`config.mk`:
```
export PLATFORM = sky130hd
export DESIGN_NAME = seq_alu
export DESIGN_NICKNAME = d
export VERILOG_FILES = /design/src/rtl/seq_alu.sv
export SDC_FILE = /design/constraint.sdc
export NUM_CORES = 1
export LEC_CHECK = 0
export BUFFER_PORTS_ARGS = -buffer_cell sky130_fd_sc_hd__buf_2
export CAP_MARGIN = 15
export CORE_MARGIN = 2
export CORE_UTILIZATION = 36
export CTS_CLUSTER_SIZE = 8
export DETAILED_ROUTE_END_ITERATION = 16
export GPL_ROUTABILITY_DRIVEN = 0
export PLACE_DENSITY = 0.63
export SYNTH_ARGS = -nofsm -noshare
export SYNTH_HDL_FRONTEND = slang
export SYNTH_SLANG_ARGS = --single-unit
```
`constraint.sdc`:
```
create_clock -name clk -period 3.2 [get_ports clk]
set_input_delay 0.64 -clock clk [delete_from_list [all_inputs] [get_ports clk]]
set_output_delay 0.64 -clock clk [all_outputs]
set_load 0.02 [all_outputs]
```
`src/rtl/seq_alu.sv`:
```
// Registered ALU with valid/ready handshake on both sides and a registered flag set.
// Define SEQ_ALU_MUL_EN to build the multi-cycle shift-add multiplier (op 111).
module seq_alu #(
    parameter int WIDTH = 4
) (
    input  logic             clk,
    input  logic             rst_n,
    input  logic             in_valid,
    output logic             in_ready,
    input  logic [2:0]       op,
    input  logic [WIDTH-1:0] a,
    input  logic [WIDTH-1:0] b,
    input  logic             cin,
    output logic             out_valid,
    input  logic             out_ready,
    output logic [WIDTH-1:0] result,
    output logic [WIDTH-1:0] result_hi,
    output logic             carry,
    output logic             zero,
    output logic             neg,
    output logic             ovf,
    output logic             err
);

    localparam logic [2:0] OP_ADD = 3'b000;
    localparam logic [2:0] OP_SUB = 3'b001;
    localparam logic [2:0] OP_AND = 3'b010;
    localparam logic [2:0] OP_OR  = 3'b011;
    localparam logic [2:0] OP_XOR = 3'b100;
    localparam logic [2:0] OP_SHL = 3'b101;
    localparam logic [2:0] OP_SHR = 3'b110;

    typedef enum logic [1:0] {IDLE, EXEC, DONE} state_t;

    state_t           state_q, state_d;
    logic             xfer, is_mul, mul_last;
    logic [WIDTH+2:0] ev;
    logic [WIDTH-1:0] result_q, result_d, result_hi_q, result_hi_d;
    logic             carry_q, carry_d, zero_q, zero_d, neg_q, neg_d;
    logic             ovf_q, ovf_d, err_q, err_d;

    // Single-cycle evaluation; packed as {err, ovf, carry, result}.
    function automatic logic [WIDTH+2:0] alu_eval(
        input logic [2:0]       opc,
        input logic [WIDTH-1:0] x,
        input logic [WIDTH-1:0] y,
        input logic             ci
    );
        logic [WIDTH:0]   ext;
        logic [WIDTH-1:0] res;
        logic             c, v, e;
        ext = '0;
        res = '0;
        c   = 1'b0;
        v   = 1'b0;
        e   = 1'b0;
        case (opc)
            OP_ADD: begin
                ext = {1'b0, x} + {1'b0, y} + {{WIDTH{1'b0}}, ci};
                res = ext[WIDTH-1:0];
                c   = ext[WIDTH];
                v   = (x[WIDTH-1] == y[WIDTH-1]) && (res[WIDTH-1] != x[WIDTH-1]);
            end
            OP_SUB: begin
                // Bit WIDTH of the extended difference is the borrow.
                ext = {1'b0, x} - {1'b0, y} - {{WIDTH{1'b0}}, ci};
                res = ext[WIDTH-1:0];
                c   = ext[WIDTH];
                v   = (x[WIDTH-1] != y[WIDTH-1]) && (res[WIDTH-1] != x[WIDTH-1]);
            end
            OP_AND: res = x & y;
            OP_OR:  res = x | y;
            OP_XOR: res = x ^ y;
            OP_SHL: begin
                res = {x[WIDTH-2:0], 1'b0};
                c   = x[WIDTH-1];
            end
            OP_SHR: begin
                res = {1'b0, x[WIDTH-1:1]};
                c   = x[0];
            end
            default: e = 1'b1;
        endcase
        return {e, v, c, res};
    endfunction

`ifdef SEQ_ALU_MUL_EN
    localparam logic [2:0] OP_MUL = 3'b111;
    localparam int         CW     = $clog2(WIDTH);

    logic [CW-1:0]    cnt_q;
    logic [WIDTH-1:0] mcand_q, acc_hi_q, acc_lo_q, hi_n, lo_n;
    logic [WIDTH:0]   step_sum;

    assign is_mul   = (op == OP_MUL);
    assign mul_last = (state_q == EXEC) && (cnt_q == '0);

    // One shift-add step: {acc_hi, acc_lo} holds partial product and remaining multiplier bits.
    always_comb begin
        step_sum = {1'b0, acc_hi_q} + (acc_lo_q[0] ? {1'b0, mcand_q} : '0);
        hi_n     = step_sum[WIDTH:1];
        lo_n     = {step_sum[0], acc_lo_q[WIDTH-1:1]};
    end

    always_ff @(posedge clk or negedge rst_n) begin
        if (!rst_n)
            cnt_q <= '0;
        else if (xfer && is_mul)
            cnt_q <= CW'(WIDTH - 1);
        else if (state_q == EXEC)
            cnt_q <= cnt_q - CW'(1);
    end

    always_ff @(posedge clk) begin
        if (xfer && is_mul) begin
            mcand_q  <= a;
            acc_hi_q <= '0;
            acc_lo_q <= b;
        end else if (state_q == EXEC) begin
            acc_hi_q <= hi_n;
            acc_lo_q <= lo_n;
        end
    end
`else
    assign is_mul   = 1'b0;
    assign mul_last = 1'b0;
`endif

    always_ff @(posedge clk or negedge rst_n) begin
        if (!rst_n)
            state_q <= IDLE;
        else
            state_q <= state_d;
    end

    always_comb begin
        state_d = state_q;
        case (state_q)
            IDLE: if (xfer) state_d = is_mul ? EXEC : DONE;
            EXEC: if (mul_last) state_d = DONE;
            DONE: begin
                if (xfer)
                    state_d = is_mul ? EXEC : DONE;
                else if (out_ready)
                    state_d = IDLE;
            end
            default: state_d = IDLE;
        endcase
    end

    always_comb begin
        in_ready  = (state_q == IDLE) || ((state_q == DONE) && out_ready);
        out_valid = (state_q == DONE);
    end

    assign xfer = in_valid && in_ready;

    always_comb begin
        ev          = alu_eval(op, a, b, cin);
        result_d    = result_q;
        result_hi_d = result_hi_q;
        carry_d     = carry_q;
        zero_d      = zero_q;
        neg_d       = neg_q;
        ovf_d       = ovf_q;
        err_d       = err_q;
        if (xfer && !is_mul) begin
            result_d    = ev[WIDTH-1:0];
            result_hi_d = '0;
            carry_d     = ev[WIDTH];
            ovf_d       = ev[WIDTH+1];
            err_d       = ev[WIDTH+2];
            zero_d      = !ev[WIDTH+2] && (ev[WIDTH-1:0] == '0);
            neg_d       = ev[WIDTH-1];
        end
`ifdef SEQ_ALU_MUL_EN
        else if (mul_last) begin
            result_d    = lo_n;
            result_hi_d = hi_n;
            carry_d     = 1'b0;
            ovf_d       = 1'b0;
            err_d       = 1'b0;
            zero_d      = ({hi_n, lo_n} == '0);
            neg_d       = lo_n[WIDTH-1];
        end
`endif
    end

    always_ff @(posedge clk or negedge rst_n) begin
        if (!rst_n) begin
            result_q    <= '0;
            result_hi_q <= '0;
            carry_q     <= 1'b0;
            zero_q      <= 1'b0;
            neg_q       <= 1'b0;
            ovf_q       <= 1'b0;
            err_q       <= 1'b0;
        end else begin
            result_q    <= result_d;
            result_hi_q <= result_hi_d;
            carry_q     <= carry_d;
            zero_q      <= zero_d;
            neg_q       <= neg_d;
            ovf_q       <= ovf_d;
            err_q       <= err_d;
        end
    end

    assign result    = result_q;
    assign result_hi = result_hi_q;
    assign carry     = carry_q;
    assign zero      = zero_q;
    assign neg       = neg_q;
    assign ovf       = ovf_q;
    assign err       = err_q;

endmodule

```
; Yosys cells after proc, flatten, opt, wreduce, memory -nomap -nowiden
; Cells that the tools add are included.
[totals]
input_bits = 16
output_inout_bits = 15
ff_bits = 11
wordCells = 48
[op_classes]
bitwise = 4
reduce_logical = 11
n_addsub = 4
n_mux = 8
n_eq_ne = 14
[op_table]
columns = cell, count
row1 = one-hot mux 4 bit (7 select lines), 1
row2 = equality test 3 bit (second input constant), 3
row3 = OR reduction 7 bit, 1
row4 = equality test 3 x 2 -> 1 bit (second input constant), 2
row5 = 2-to-1 mux 2 bit, 3
row6 = one-hot mux 2 bit (3 select lines), 1
row7 = adder 4 x 4 -> 5 bit, 1
row8 = adder 5 x 1 -> 5 bit, 1
row9 = logical AND 1 bit, 5
row10 = subtractor 4 x 4 -> 5 bit, 1
row11 = subtractor 5 x 1 -> 5 bit, 1
row12 = AND 4 bit, 1
row13 = logical NOT 4 bit, 1
row14 = OR 4 bit, 1
row15 = one-hot mux 1 bit (4 select lines), 1
row16 = XOR 4 bit, 1
row17 = equality test 3 x 1 -> 1 bit (second input constant), 1
row18 = logical NOT 3 bit, 1
row19 = inequality test 1 bit, 3
row20 = inequality test 3 x 1 -> 1 bit (second input constant), 1
row21 = AND reduction 3 bit, 1
row22 = equality test 2 x 1 -> 1 bit (second input constant), 1
row23 = equality test 2 bit (second input constant), 1
row24 = logical NOT 2 bit, 1
row25 = other kinds (6), 6

; Logic depth before layout (Yosys ltp)
; Gate-level depths: netlist (run 1).
[depth]
word_depth = 6
depth_mapped = 9
ltp_nobuf = 9

; Worst setup path before layout (run 1)
; No wires, ideal clock.
[synth_path]
path_kind = input port to flip-flop
from = input port a[0]
to = register zero_q (netlist: zero)
arrival_ps = 2433
path_stages = 8
setup_ps = 122
t_required_ps = 3078
path_buffers = 0
slack_ps = 646
cell_sequence = fa_1 > inv_1 > fa_1 > o21ba_2 > a311oi_1 > a311oi_1 > and3_1 > a32o_1
[synth_via]
elab_chain_cells = 5
word_cells_on_any_way = 10
cone_classes = add/sub (4) / mux (1) / bitwise (3) / reduce/logical (2)
[synth_rtl]
columns = element, line_no
row1 = start: declaration, 11  ; input logic [WIDTH-1:0] a,
row2 = subtractor 4 x 4 -> 5 bit or adder 4 x 4 -> 5 bit (tied branches), "66, 59"
row3 = subtractor 5 x 1 -> 5 bit or adder 5 x 1 -> 5 bit (tied branches), "66, 59"
row4 = one-hot mux 4 bit (7 select lines) (*), 57  ; case (opc)
row5 = logical NOT 4 bit (*), 173  ; zero_d = !ev[WIDTH+2] && (ev[WIDTH-1:0] == '0);
row6 = logical AND 1 bit (*), 173
row7 = end signal: assignment, 202  ; zero_q <= zero_d;
row8 = end: declaration, 39  ; logic carry_q, carry_d, zero_q, zero_d, neg_q, neg_d;
; Every way passes the cells marked *; elsewhere a longest branch is shown, timed or not.
; A chain may end at the register's enable or synchronous reset.

; Worst setup path in the final report (run 1)
[layout_path]
from = input port a[3]
to = register zero_q (netlist: zero)
; Same word-level chain as after synthesis.

==> results of run 1 <==
## layout make-up
| class | count | area [um2] |
|---|---|---|
| Clock buffer | 4 | 26.28 |
| Fill cell | 320 | 1743 |
| Inverter | 15 | 56.30 |
| Tap cell | 44 | 55.05 |
| Multi-Input combinational cell | 102 | 792.0 |
| Timing Repair Buffer | 26 | 130.1 |
| Sequential cell | 9 | 225.2 |
## sequential cells by signal, summed over array words and instances (netlist names)
name	flops
ovf	1
zero	1
state_q	1
carry	1
result	4
err	1
## cells by family after synthesis
kind of cell	Yosys count	synth area share
muxes	4	0.03509
adders and majority gates	18	0.2237
other	1	0.003286
xor gates and xnor gates	6	0.04605
AOI/OAI and AO/OA	37	0.2358
buffers and inverters	27	0.1184
and+or+nand+nor	33	0.1404
DFF	9	0.1974
## placed cells by master (no fill, tap or decap), drive strengths merged
cell type  instances
a21boi             1
a21o               1
a21oi              6
a221o              1
a221oi             2
a2bb2oi            2
a311oi             2
a31o               1
a31oi              2
a32o               1
a32oi              1
and3               1
buf               26
clkbuf             4
conb               4
dfrtp              9
fa                 4
ha                14
inv               15
mux2i              4
nand2             12
nand2b             3
nand3b             1
nor2               7
nor2b              4
nor3               4
o2111ai            1
o211ai             2
o21a               2
o21ai              9
o21ba              1
o22ai              1
o41ai              1
or3                1
xnor2              5
xor2               1
## worst register-to-register path, stage by stage, from the launching register on
cell and delay [ns]:
sky130_fd_sc_hd__dfrtp_1 0.37, sky130_fd_sc_hd__nand2b_1 0.13, sky130_fd_sc_hd__nand2_1 0.24, sky130_fd_sc_hd__a31oi_1 0.26, sky130_fd_sc_hd__and3_1 0.19, sky130_fd_sc_hd__a32o_1 0.16
## worst max-delay path by stage
stage                                       end  slack, ns  from
final                          zero$_DFFE_PN0P_       0.59  a[3]
after global routing           zero$_DFFE_PN0P_       0.47  a[0]
after CTS                      zero$_DFFE_PN0P_       0.62  a[0]
after detailed placement       zero$_DFFE_PN0P_       0.34  a[0]
after global placement    result[3]$_DFFE_PN0P_       0.40  a[3]
after floorplan                zero$_DFFE_PN0P_       0.65  a[0]
## power by group through the flow
stage | clock network (mW) | logic (mW) | registers, mW
6_report | 0.0886 | 0.207 | 0.137
5_1_grt | 0.0937 | 0.234 | 0.139
4_1_cts | 0.0904 | 0.209 | 0.137
3_5_place_dp | 0 | 0.209 | 0.139
3_3_place_gp | 0 | 0.204 | 0.139
2_1_floorplan | 0 | 0.138 | 0.159
## metrics by stage
step           total power, mW  cells  setup slack, ns  hold WS (ns)  utilization
6_report                0.4325    200           0.5938        0.2069       0.4244
5_1_grt                 0.4671    200           0.4712        0.2219       0.4244
4_1_cts                 0.4368    200           0.6204        0.2165       0.4244
3_5_place_dp            0.3480    196           0.3375        0.4730       0.4157
3_3_place_gp            0.3429    196           0.3996        0.4585       0.4157
2_1_floorplan           0.2969    138           0.6458        0.3444            -
## layer usage
metal  up-vias  global-route usage  part of all wire
met2        33              0.2500              0.47
met5         -                   0                 0
met4         0             0.05714             0.013
met3         3            0.006494             0.046
met1       458              0.1841              0.46
li1        495                   -                 -
==> impl_table.tex, run 1 <==
\begin{tabular}{lr}
\hline
Metric & Value \\
\hline
\multicolumn{2}{l}{\textbf{Power}} \\
\quad Switching power summed over all nets & 171.3 uW \\
\quad Static leakage power & 0.6454 nW \\
\quad Power per cell area & 336.6 nW/um2 \\
\quad Switching fraction of total power & 0.3961 \\
\quad Proportion of power drawn by the clock network & 0.205 \\
\quad Sequential power share & 0.317 \\
\quad Relative contribution of combinational cells to total power & 0.478 \\
\quad Maximum vdd drop & 0.1031 mV \\
\quad Cell-internal power & 261.2 uW \\
\multicolumn{2}{l}{\textbf{Die}} \\
\quad Core area & 3028 um2 \\
\quad Initial core utilization & 0.3769 \\
\quad \# rows & 20 \\
\quad Die footprint & 3636 um2 \\
\quad Die Width & 60.30 um \\
\quad Boundary Pins & 31 \\
\quad Vertical die dimension & 60.30 um \\
\multicolumn{2}{l}{\textbf{Drt}} \\
\quad Via count of the routed design & 989 \\
\quad First-pass iteration count of the detailed router & 4 \\
\quad Final wirelength & 2375 um \\
\quad Routed wirelength normalized by instance count & 11.88 um \\
\quad Via-per-instance ratio & 4.945 \\
\quad Number of design rule violations left after detail routing & 0 \\
\quad Detailed router's first-iteration violation count & 36 \\
\quad Remaining antenna violation count after routing & 0 \\
\multicolumn{2}{l}{\textbf{Hold path}} \\
\quad Hold/Removal Path Class & input port to async pin \\
\multicolumn{2}{l}{\textbf{Synthesis}} \\
\quad Cell accounting for the most synthesized area & sky130\_fd\_sc\_hd\_\_dfrtp\_1 \\
\quad Post-Syn Instances & 135 \\
\quad Post-Syn Area & 1141 um2 \\
\quad Flip-flop and latch count after synthesis & 9 \\
\quad Top-count cell post-synth & sky130\_fd\_sc\_hd\_\_inv\_1 \\
\quad Leading cell types by total area after synthesis & sky130\_fd\_sc\_hd\_\_dfrtp\_1 20\%, sky130\_fd\_sc\_hd\_\_ha\_1 15\%, sky130\_fd\_sc\_hd\_\_fa\_1 7.0\% \\
\quad Share of async-settable or async-resettable flops after synthesis & 1.000 \\
\quad Yosys synthesis warning count & 0 \\
\quad Avg Cell Area, Syn & 8.453 um2 \\
\quad Most numerous cell types in the synthesized netlist & 15 x sky130\_fd\_sc\_hd\_\_inv\_1, 14 x sky130\_fd\_sc\_hd\_\_ha\_1, 12 x sky130\_fd\_sc\_hd\_\_nand2\_1 \\
\quad Proportion of netlist area held by the largest area contributor & 0.1974 \\
\quad Share of synthesized area occupied by flip-flops and latches & 0.1974 \\
\quad Most used flip-flop cell after synthesis & sky130\_fd\_sc\_hd\_\_dfrtp\_1 \\
\quad Number of distinct library cells after synthesis & 40 \\
\quad Number of flops mapped to enable cells by yosys & 0 \\
\multicolumn{2}{l}{\textbf{Setup path}} \\
\quad Number of buffers and inverters on the critical path & 2 \\
\quad Worst-path cell with the longest stage delay & sky130\_fd\_sc\_hd\_\_or3\_4 \\
\quad Number of cells on the worst reg-to-reg path & 5 \\
\quad WS Path Type & input port to flop \\
\quad Startpoint class of the critical path & input port \\
\quad R2r setup slk & 1.79 ns \\
\quad Data arrival time at the worst-slack endpoint & 2.82 ns \\
\quad Dominant cell type by count on the critical path & sky130\_fd\_sc\_hd\_\_ha\_1 \\
\quad Crit path depth & 9 \\
\quad Data required, critical path & 3.41 ns \\
\quad Capturing element type of the critical path & flop \\
\quad Worst r2r dst & zero\$\_DFFE\_PN0P\_ \\
\quad Startpoint of the worst register-to-register path & state\_q[1]\$\_DFFE\_PN0P\_ \\
\quad Maximum net fanout on the critical path & 6 \\
\quad Series of cell instances along the critical path & buf\_2 -> inv\_1 -> ha\_1 -> ha\_1 -> or3\_4 -> o2111ai\_1 -> a31oi\_1 -> a21oi\_1 -> a32o\_1 \\
\quad Slowest cell delay on critical path & 0.40 ns \\
\quad Delay-heaviest family, CP & compound AO/OA/AOI/OAI gates \\
\multicolumn{2}{l}{\textbf{GRT}} \\
\quad Vias in the first global route & 923 \\
\quad GRT Total Usage & 0.1431 \\
\quad Wire length of the first global-routing pass & 3981 um \\
\quad Total congestion overflow after global routing & 0 \\
\quad Maximum number of pins on one net before global-route repair & 21 \\
\quad Number of antenna violations at the first check in global routing & 0 \\
\multicolumn{2}{l}{\textbf{STA}} \\
\quad Slew Limit Fails & 0 \\
\quad Crit path time final & 2.606 ns \\
\quad Final setup fails & 0 \\
\quad RSZ-0062 raised after global routing & false \\
\quad Worst-case clock skew & 0.01169 ns \\
\quad Hold violation total from the final report & 0 \\
\quad Max Clk Rate & 0.3837 GHz \\
\quad Total Negative Setup Slacks & 0 ns \\
\quad Post-route fraction of the period consumed by the critical path & 0.8144 \\
\multicolumn{2}{l}{\textbf{Outcome}} \\
\quad Result of the run & complete, no violations \\
\multicolumn{2}{l}{\textbf{Clocking}} \\
\quad CTS Sinks & 9 \\
\quad Resized cells post-CTS & 0 \\
\quad Clock-pin slew of the registers on the worst-case setup and hold paths & 0.06 ns \\
\quad CTS max path bufs & 2 \\
\quad Number of buffers created by CTS & 3 \\
\quad Max H-tree Level & 1 \\
\quad Hold\_buf cts & 0 \\
\quad Latest clock arrival within the worst-skew pair & 0.27 ns \\
\quad Post-CTS Setup Inserts & 0 \\
\quad CTS root buf & sky130\_fd\_sc\_hd\_\_clkbuf\_4 \\
\quad TritonCTS clock tree & yes \\
\multicolumn{2}{l}{\textbf{Run}} \\
\quad Max capacitance violation total & 0 \\
\multicolumn{2}{l}{\textbf{Finish}} \\
\quad Antenna diodes & 0 \\
\quad Area of all placed cells without fillers & 1285 um2 \\
\quad Final layout net count & 191 \\
\quad Share of post-route cells with drive strength above 1 & 0.2179 \\
\quad Area grow syn2layout & 12.61\% \\
\multicolumn{2}{l}{\textbf{Place}} \\
\quad PortBufs & 26 \\
\quad Estimated wirelength of the detail-placed design & 1963 um \\
\quad Standard cell area after detailed placement & 1259 um2 \\
\hline
\end{tabular}
(Power assumes the default switching activity.)
==> inputs of run 2 (changes only) <==
==> constraint.sdc (replaced) <==
create_clock -name clk -period 2.7 [get_ports clk]
set_input_delay 0.54 -clock clk [delete_from_list [all_inputs] [get_ports clk]]
set_output_delay 0.54 -clock clk [all_outputs]
set_load 0.02 [all_outputs]
==> run 2 against run 1 <==
Compared with the run above:
- design area up 1.8%
- flip-flop and latch count unchanged
- core utilization rose by 0.74 points
- register-to-register slack got worse by 0.50 ns
- first-iteration DRC count is the same
- routed wire length rose by 1.9%
- largest power group unchanged
==> impl_table.tex, run 2 (same netlist as run 1, synthesis figures left out) <==
\begin{tabular}{lr}
\hline
Metric & Value \\
\hline
\multicolumn{2}{l}{\textbf{Outcome}} \\
\quad Result of the run & complete, no violations \\
\multicolumn{2}{l}{\textbf{Clocking}} \\
\quad Resized cells post-CTS & 0 \\
\quad CTS Sinks & 9 \\
\quad CTS max path bufs & 2 \\
\quad Latest clock arrival within the worst-skew pair & 0.26 ns \\
\quad Clock-pin slew of the registers on the worst-case setup and hold paths & 0.06 ns \\
\quad TritonCTS clock tree & yes \\
\quad CTS root buf & sky130\_fd\_sc\_hd\_\_clkbuf\_4 \\
\quad Number of buffers created by CTS & 3 \\
\quad Max H-tree Level & 1 \\
\quad Post-CTS Setup Inserts & 0 \\
\quad Hold\_buf cts & 0 \\
\multicolumn{2}{l}{\textbf{Place}} \\
\quad PortBufs & 26 \\
\quad Estimated wirelength of the detail-placed design & 2008 um \\
\multicolumn{2}{l}{\textbf{Hold path}} \\
\quad Hold/Removal Path Class & input port to async pin \\
\multicolumn{2}{l}{\textbf{Die}} \\
\quad Initial core utilization & 0.3769 \\
\quad Die footprint & 3636 um2 \\
\quad Core area & 3028 um2 \\
\quad Vertical die dimension & 60.30 um \\
\quad \# rows & 20 \\
\quad Die Width & 60.30 um \\
\quad Boundary Pins & 31 \\
\multicolumn{2}{l}{\textbf{Setup path}} \\
\quad Data required, critical path & 2.85 ns \\
\quad Data arrival time at the worst-slack endpoint & 2.58 ns \\
\quad Series of cell instances along the critical path & buf\_2 -> fa\_1 -> inv\_1 -> fa\_1 -> o21ba\_2 -> a311oi\_1 -> a311oi\_1 -> and3\_1 -> a32o\_1 \\
\quad WS Path Type & input port to flop \\
\quad Maximum net fanout on the critical path & 3 \\
\quad Startpoint class of the critical path & input port \\
\quad Worst-path cell with the longest stage delay & sky130\_fd\_sc\_hd\_\_fa\_1 \\
\quad Slowest cell delay on critical path & 0.43 ns \\
\quad Capturing element type of the critical path & flop \\
\multicolumn{2}{l}{\textbf{GRT}} \\
\quad Number of antenna violations at the first check in global routing & 0 \\
\quad GRT Total Usage & 0.1413 \\
\quad Vias in the first global route & 903 \\
\quad Total congestion overflow after global routing & 0 \\
\quad Maximum number of pins on one net before global-route repair & 21 \\
\quad Wire length of the first global-routing pass & 3995 um \\
\multicolumn{2}{l}{\textbf{Drt}} \\
\quad Detailed router's first-iteration violation count & 36 \\
\quad Via count of the routed design & 1009 \\
\quad Routed wirelength normalized by instance count & 11.93 um \\
\quad First-pass iteration count of the detailed router & 4 \\
\quad Final wirelength & 2421 um \\
\quad Number of design rule violations left after detail routing & 0 \\
\quad Remaining antenna violation count after routing & 0 \\
\quad Via-per-instance ratio & 4.970 \\
\multicolumn{2}{l}{\textbf{STA}} \\
\quad Crit path time final & 2.427 ns \\
\quad Worst-case clock skew & 0.002520 ns \\
\quad Post-route fraction of the period consumed by the critical path & 0.8990 \\
\quad Slew Limit Fails & 0 \\
\quad Max Clk Rate & 0.4120 GHz \\
\quad Hold violation total from the final report & 0 \\
\quad Worst hold slack & 0.1131 ns \\
\quad RSZ-0062 raised after global routing & false \\
\quad Final setup fails & 0 \\
\multicolumn{2}{l}{\textbf{Finish}} \\
\quad Sequential cell area in the final layout & 225.2 um2 \\
\quad Final core utilization & 0.4318 \\
\quad Share of post-route cells with drive strength above 1 & 0.2327 \\
\quad Flip-flop count of the largest register, all copies and words added & 4 \\
\quad Filler cell count in the final layout & 316 \\
\quad Final layout net count & 194 \\
\quad Antenna diodes & 0 \\
\quad Area grow syn2layout & 14.58\% \\
\quad Most frequent cells in the layout & 26 x sky130\_fd\_sc\_hd\_\_buf\_2, 15 x sky130\_fd\_sc\_hd\_\_inv\_1, 14 x sky130\_fd\_sc\_hd\_\_ha\_1, 12 x sky130\_fd\_sc\_hd\_\_nand2\_1 \\
\quad Most common library cell in the layout ignoring fill and taps & sky130\_fd\_sc\_hd\_\_buf\_2 \\
\quad Total area of multi-input combinational cells & 792.0 um2 \\
\multicolumn{2}{l}{\textbf{Power}} \\
\quad Static leakage power & 0.6598 nW \\
\quad Maximum vdd drop & 0.09229 mV \\
\quad Power per cell area & 396.2 nW/um2 \\
\quad Tot Pwr & 518.1 uW \\
\multicolumn{2}{l}{\textbf{Run}} \\
\quad Max capacitance violation total & 0 \\
\hline
\end{tabular}
[run 2: per-layer routing]
metal  vias up  routed length [um]  track usage
met1       468                1129       0.1932
met3         4                 121     0.006494
met2        34                1146       0.2376
met5         -                   0            0
li1        503                   -            -
met4         0                  23      0.04762
[run 2: worst paths after layout]
path	start	end	cells past startpoint	slack [ns]
worst max register to register	state_q[1]$_DFFE_PN0P_	zero$_DFFE_PN0P_	5	1.29
worst max-delay path	a[0]	zero$_DFFE_PN0P_	9	0.27
worst min-delay path	rst_n	state_q[1]$_DFFE_PN0P_	1	0.11
worst min register to register	result[2]$_DFFE_PN0P_	result[2]$_DFFE_PN0P_	2	0.47
min in group clk	result[2]$_DFFE_PN0P_	result[2]$_DFFE_PN0P_	2	0.47
max in group asynchronous	rst_n	carry$_DFFE_PN0P_	1	2.41
[run 2: where the power goes]
part	leakage, nW	internal [mW]	total, mW	switching, mW
clock network	0.0150	0.0570	0.104	0.0472
logic	0.531	0.103	0.251	0.148
registers	0.114	0.153	0.163	0.00972
total	0.660	0.313	0.518	0.205
[run 2: final cells by class]
type,instances,share of cell area
Sequential cell,9,0.1722
Multi-Input combinational cell,102,0.6057
Inverter,15,0.04306
Tap cell,44,0.04211
Clock buffer,4,0.02010
Timing Repair Buffer,29,0.1167
[run 2: per-stage QoR]
| stage | std cells | TNS (ns) | setup WS [ns] | instance area, um2 |
|---|---|---|---|---|
| floorplan | 138 | 0 | 0.2458 | 1152 |
| global placement | 199 | 0 | 0.02931 | 1281 |
| detailed placement | 199 | -0.01069 | -0.01069 | 1281 |
| CTS | 203 | 0 | 0.2694 | 1308 |
| global route | 203 | 0 | 0.1321 | 1308 |
| finish | 203 | 0 | 0.2726 | 1308 |
[run 2: critical path, delay by kind of cell]
kind / cells / cell delay (ns)
buffers and inverters: 2 / 0.21
AO/OA/AOI/OAI: 4 / 0.77
adder cells (fa/ha/maj): 2 / 0.84
AND/OR/NAND/NOR: 1 / 0.21
